$ cat src/rtl/fetch_stage.sv
// -----------------------------------------------------------------------------
// fetch_stage
//
// Instruction fetch stage feeding decode. It issues in-order word fetches to
// instruction memory, buffers the returned words in a small circular queue,
// and presents the oldest buffered word to decode. It follows decode's stall,
// redirects on the execute flush, and stops fetching after a consumed halt.
//
// Parameters
//   RESET_PC : fetch address after reset
//   QDEPTH   : queue entries; also caps the number of requests in flight
//              (buffered + outstanding + stale-outstanding <= QDEPTH)
//
// Ports
//   i_clk, i_rst           : clock, synchronous active-high reset
//   o_imem_req/o_imem_addr : fetch request and word-aligned address
//   i_imem_ready           : memory accepts the request this cycle
//   i_imem_rvalid/rdata    : in-order response for the oldest open request
//   i_stall                : decode holds the current output
//   i_redirect/_pc         : execute flush and its target PC
//   i_halt                 : decode sees a halt opcode on o_inst
//   o_inst/o_pc/o_valid    : instruction presented to decode
//
// Handshakes
//   A fetch transfers on any cycle where o_imem_req and i_imem_ready are both
//   high. o_imem_req is recomputed every cycle and may drop without a
//   transfer (redirect, halt, queue full). i_imem_rvalid has no back-pressure:
//   every response is taken in the cycle it arrives. Decode takes o_inst on
//   any cycle where o_valid is high and neither i_stall nor i_redirect is.
// -----------------------------------------------------------------------------
module fetch_stage #(
  parameter logic [31:0] RESET_PC = 32'h0000_0000,
  parameter int          QDEPTH   = 2
) (
  input  logic        i_clk,
  input  logic        i_rst,
  output logic        o_imem_req,
  output logic [31:0] o_imem_addr,
  input  logic        i_imem_ready,
  input  logic        i_imem_rvalid,
  input  logic [31:0] i_imem_rdata,
  input  logic        i_stall,
  input  logic        i_redirect,
  input  logic [31:0] i_redirect_pc,
  input  logic        i_halt,
  output logic [31:0] o_inst,
  output logic [31:0] o_pc,
  output logic        o_valid
);

  localparam int PW = (QDEPTH > 1) ? $clog2(QDEPTH) : 1;
  localparam int CW = $clog2(QDEPTH + 1);
  localparam logic [PW-1:0] LAST = PW'(QDEPTH - 1);
  localparam logic [CW+1:0] CAP  = (CW + 2)'(QDEPTH);

  logic [31:0]       fetch_pc;
  logic [31:0]       q_pc   [QDEPTH];
  logic [31:0]       q_inst [QDEPTH];
  logic [QDEPTH-1:0] q_filled;
  logic [PW-1:0]     head;
  logic [PW-1:0]     tail;
  logic [PW-1:0]     fill_ptr;   // oldest allocated entry still waiting for data
  logic [CW-1:0]     count;      // allocated entries (filled or not)
  logic [CW-1:0]     pend_cnt;   // allocated entries not yet filled
  logic [CW-1:0]     drop_cnt;   // stale responses still owed by memory
  logic              halted;

  logic              cons;
  logic              accept;
  logic              fill;
  logic [CW+1:0]     occ;

  function automatic logic [PW-1:0] ptr_inc(input logic [PW-1:0] p);
    return (p == LAST) ? '0 : p + 1'b1;
  endfunction

  assign o_valid = ~i_rst & (count != '0) & q_filled[head];
  assign o_inst  = q_inst[head];
  assign o_pc    = q_pc[head];

  assign cons = o_valid & ~i_stall & ~i_redirect;

  // Stale outstanding responses still need a landing slot's worth of budget,
  // so they count against the cap. A head consumed this cycle frees its slot
  // for an allocation in the same cycle.
  assign occ        = {2'b00, count} + {2'b00, drop_cnt} - {{(CW + 1){1'b0}}, cons};
  assign o_imem_req = ~i_rst & ~halted & ~i_redirect & (occ < CAP);
  assign o_imem_addr = fetch_pc & ~32'h3;

  assign accept = o_imem_req & i_imem_ready;
  assign fill   = i_imem_rvalid & (drop_cnt == '0);

  // Control state.
  always_ff @(posedge i_clk) begin
    if (i_rst) begin
      fetch_pc <= RESET_PC;
      head     <= '0;
      tail     <= '0;
      fill_ptr <= '0;
      count    <= '0;
      pend_cnt <= '0;
      drop_cnt <= '0;
      halted   <= 1'b0;
      q_filled <= '0;
    end else if (i_redirect) begin
      // Every unfilled entry still has a response in flight; those become
      // stale. A response arriving this very cycle settles one of them.
      fetch_pc <= i_redirect_pc & ~32'h3;
      tail     <= head;
      fill_ptr <= head;
      count    <= '0;
      pend_cnt <= '0;
      drop_cnt <= drop_cnt + pend_cnt - CW'(i_imem_rvalid);
      halted   <= 1'b0;
    end else begin
      if (accept) begin
        q_filled[tail] <= 1'b0;
        tail           <= ptr_inc(tail);
        fetch_pc       <= fetch_pc + 32'd4;
      end
      // fill_ptr never equals the tail allocated this cycle: a response
      // always belongs to an entry allocated in an earlier cycle.
      if (i_imem_rvalid) begin
        if (drop_cnt != '0) begin
          drop_cnt <= drop_cnt - 1'b1;
        end else begin
          q_filled[fill_ptr] <= 1'b1;
          fill_ptr           <= ptr_inc(fill_ptr);
        end
      end
      if (cons) begin
        head <= ptr_inc(head);
      end
      count    <= count + CW'(accept) - CW'(cons);
      pend_cnt <= pend_cnt + CW'(accept) - CW'(fill);
      if (i_halt & cons) begin
        halted <= 1'b1;
      end
    end
  end

  // Queue payload; validity is carried by count/q_filled, so no reset needed.
  always_ff @(posedge i_clk) begin
    if (!i_rst && !i_redirect) begin
      if (accept) begin
        q_pc[tail] <= fetch_pc;
      end
      if (fill) begin
        q_inst[fill_ptr] <= i_imem_rdata;
      end
    end
  end

endmodule

$ cat config.mk
export PLATFORM = sky130hd
export DESIGN_NAME = fetch_stage
export DESIGN_NICKNAME = d
export VERILOG_FILES = /design/src/rtl/fetch_stage.sv
export SDC_FILE = /design/constraint.sdc
export NUM_CORES = 1
export LEC_CHECK = 0
export BUFFER_PORTS_ARGS = -buffer_cell sky130_fd_sc_hd__buf_2
export CAP_MARGIN = 20
export CORE_MARGIN = 2
export CORE_UTILIZATION = 50
export CTS_BUF_LIST = sky130_fd_sc_hd__clkbuf_4 sky130_fd_sc_hd__clkbuf_8
export DETAILED_ROUTE_END_ITERATION = 12
export HOLD_SLACK_MARGIN = 0.02
export PLACE_DENSITY = 0.75
export SKIP_CTS_REPAIR_TIMING = 1
export SLEW_MARGIN = 5
export SYNTH_ARGS = -nofsm -noshare
export SYNTH_HDL_FRONTEND = slang
export SYNTH_SLANG_ARGS = --single-unit
export TNS_END_PERCENT = 100
$ cat constraint.sdc
create_clock -name i_clk -period 7.1 [get_ports i_clk]
set_input_delay 1.42 -clock i_clk [delete_from_list [all_inputs] [get_ports i_clk]]
set_output_delay 1.42 -clock i_clk [all_outputs]
set_load 0.1 [all_outputs]
==> impl_results.md <==
- Synth cell types: 49
- Final WL: 14500 um
- Max-slew violation count: 0
- Met2 global-route usage: 33.4%
- Crit end category: primary output
- Gr busiest metal: met2
- Largest net degree at the start of global routing: 50
- Worst r2r src: head
- Critical Path Source Type: input port
- Initial antenna violation count: 0
- # DRC: 0
- Critical Path Max Stage Delay: 0.55 ns
- Antenna cell count: 0
- Synth Register Bits: 167
- DR vias: 4590
- GR Overflow Total: 0
- Initial core utilization: 50.6%
- Crit-path slowest cell: nor3b_1
- CP Max Fanout: 4
- Final Critical Period: 5.76 ns
- Post-synth EDFFs: 124
- Fill count: 1089
- Clk buf depth: 2
- Hold Crit Class: reg -> reg
- Final hold viol count: 0
- Clock transition at path regs: 0.08 ns
- Layout area overhead: 19.8%
- DR iter-0 viols: 223
- Tightest Pin Transition: 0.941 ns
- H-tree Lvls: 4
- Outcome: complete, no violations
- Final Cycle Share: 81.1%
- Ys async rst share: 0%
- Core area: 0.0138 mm2
- Nets: 748
- Layout cells sized above 1: 40.0%
- Worst hold stages: 2
- CTS Buf Count: 17
- Routability cong.: 0.860
- GR Util met1: 24.6%
- Min-delay src: q_filled[1]
- CTS tree: built
- Crit-path most repeated cell: buf_2
- Reg2Reg Setup Slack: 2.59 ns
- First-pass GRT wire length: 22200 um
- Leakage power: 3.13 nW
- Arrival @ worst endpoint: 4.34 ns
- Reg2reg path depth: 10
- Final Skew: 0.00969 ns
- Cells after synthesis: 500
- Max Cap Violations: 0
- Via/cell ratio: 5.35
- Synth Area per Inst: 13.9 um2
- Setup-failing EPs final: 0
- Worst r2r dst: q_pc[0][21]
- Unrepaired setup endpoints after global routing: false
- Setup TNS: 0 ns
- GR Util met3: 5.38%
- Max Fclk: 0.174 GHz
- WS Path Type: in -> out
- Synthesis Warnings: 0
- Die ar.: 0.0149 mm2
- Gr usage total: 19.7%
- Cell Chain, Critical Path: buf_2 -> nor3_2 -> nor3b_1 -> ha_1 -> nand2b_1 -> fa_1 -> nor2b_1 -> o21ai_0 -> a2111oi_4 -> buf_2
- Tot Pwr: 2.15 mW
- Synth Flop Type: edfxtp_1
- Worst-Skew Late Latency: 0.44 ns
- # rows: 43
- Peak VDD IR: 0.000123 V
- Worst hold endpoint: q_filled[1]
- DR WL/cell: 16.9 um
- Seq/Total Area, Yosys: 65.8%
- Pwr dens: 257 mW/mm2
- Top Ports: 169
- Die W: 122 um
- Relative slew slack: 37.1%
- Critical Path RT: 5.68 ns
- DP HPWL: 10000 um
- Non-filler cells, final: 858
- Clk root buf: clkbuf_8
- Port-buffer cells: 162
- Die H: 122 um
- Clock sinks: 167
- Vias in the first global route: 4445
- Antenna Violating Nets Remaining: 0
- Cell Area, Synth: 0.00697 mm2
- Drt pass-1 iters: 4
- Placed insts: 826
-- kinds of logic (layout without fill, tap and decap cells) --
group,after synthesis,in the layout,synth area share [%]
AO/OA/AOI/OAI,56,56,5.89
XOR/XNOR,26,26,3.27
adder cells (fa/ha/maj),12,12,2.26
buffers and inverters,39,214,2.41
flip-flops,167,167,65.8
multiplexers,63,63,10.2
other,1,4,0.0538
AND/OR/NAND/NOR,136,136,10.2
-- synthesized netlist by cell type, types with 5 or more instances --
cell type    n  area share (%)
clkbuf_1    17            0.92
xor2_1      13             1.6
nand2_1     34             1.8
edfxtp_1   124              53
nand3_1      9            0.65
and2_1       5            0.45
or4_1        6            0.65
nor2_1      31             1.7
mux2_2      62              10
buf_4        5            0.54
a31oi_1      8            0.72
dfxtp_1     43              12
inv_1       14            0.75
a21oi_1      7            0.50
o311ai_0     5            0.63
and3_1       9            0.81
a211oi_1    15             1.6
ha_1        11             2.0
xnor2_1     13             1.6
nand4_1     13             1.2
-- layout make-up --
class / instances / area, um2 / share of cell area (%)
well taps: 180 / 225 / 2.70
multi-input cells: 297 / 2270 / 27.2
repair buffers: 168 / 853 / 10.2
clock buffers: 17 / 234 / 2.80
flip-flops and latches: 167 / 4590 / 54.9
inverters: 14 / 52.6 / 0.629
clock inverters: 15 / 129 / 1.54
-- worst max-delay path by stage --
| stage | start | end |
|---|---|---|
| final | i_rst | o_imem_req |
| after global routing | i_rst | o_imem_req |
| after CTS | i_rst | o_imem_req |
| after detailed placement | i_rst | o_imem_req |
| after global placement | i_rst | o_imem_req |
| after floorplan | i_rst | o_imem_req |
-- layout by cell type, fill, tap and decap left out, types with 5 or more instances in the layout --
master | synthesis | routed
clkinvlp_4 | 0 | 5
o311ai_0 | 5 | 5
and2_1 | 5 | 5
nand2_1 | 34 | 34
nor2_1 | 31 | 29
clkbuf_8 | 0 | 17
ha_1 | 11 | 11
a31oi_1 | 8 | 8
and3_1 | 9 | 9
edfxtp_1 | 124 | 124
a211oi_1 | 15 | 15
or4_1 | 6 | 6
nand3_1 | 9 | 9
xor2_1 | 13 | 13
mux2_2 | 62 | 62
inv_1 | 14 | 14
a21oi_1 | 7 | 7
xnor2_1 | 13 | 13
buf_4 | 5 | 5
buf_2 | 2 | 163
nand4_1 | 13 | 13
dfxtp_1 | 43 | 42
-- metal layers --
layer	up-vias	share of wire, %
li1	2211	-
met1	2230	43
met2	141	50
met3	8	6.4
met4	0	0.74
met5	-	0
-- critical path, delay by kind of cell --
kind	cells	cell delay, ns
adders and majority gates	2	0.81
AOI/OAI and AO/OA	2	0.49
and+or+nand+nor	4	1.04
buffers and inverters	2	0.58
-- registers in the layout (all words and copies together) (netlist names), named ones only --
register / cells
q_inst: 64
q_pc: 60
fetch_pc: 30
count: 2
drop_cnt: 2
pend_cnt: 2
q_filled: 2
fill_ptr: 1
halted: 1
head: 1
tail: 1
-- per-stage QoR --
step	instance area, um2	utilization (%)	worst slack, ns	hold WS, ns
3_3_place_gp	7990	58.0	1.44	0.456
2_1_floorplan	7010	-	0.168	0.445
6_report	8350	60.6	1.34	0.494
5_1_grt	8350	60.6	1.15	0.519
4_1_cts	8350	60.6	1.33	0.491
3_5_place_dp	7990	58.0	1.35	0.472
-- power by group --
part	switching (mW)	internal [mW]
logic	0.320	0.0912
registers	0.0305	1.09
clock network	0.343	0.277
Power figures use the tool's default switching activity.
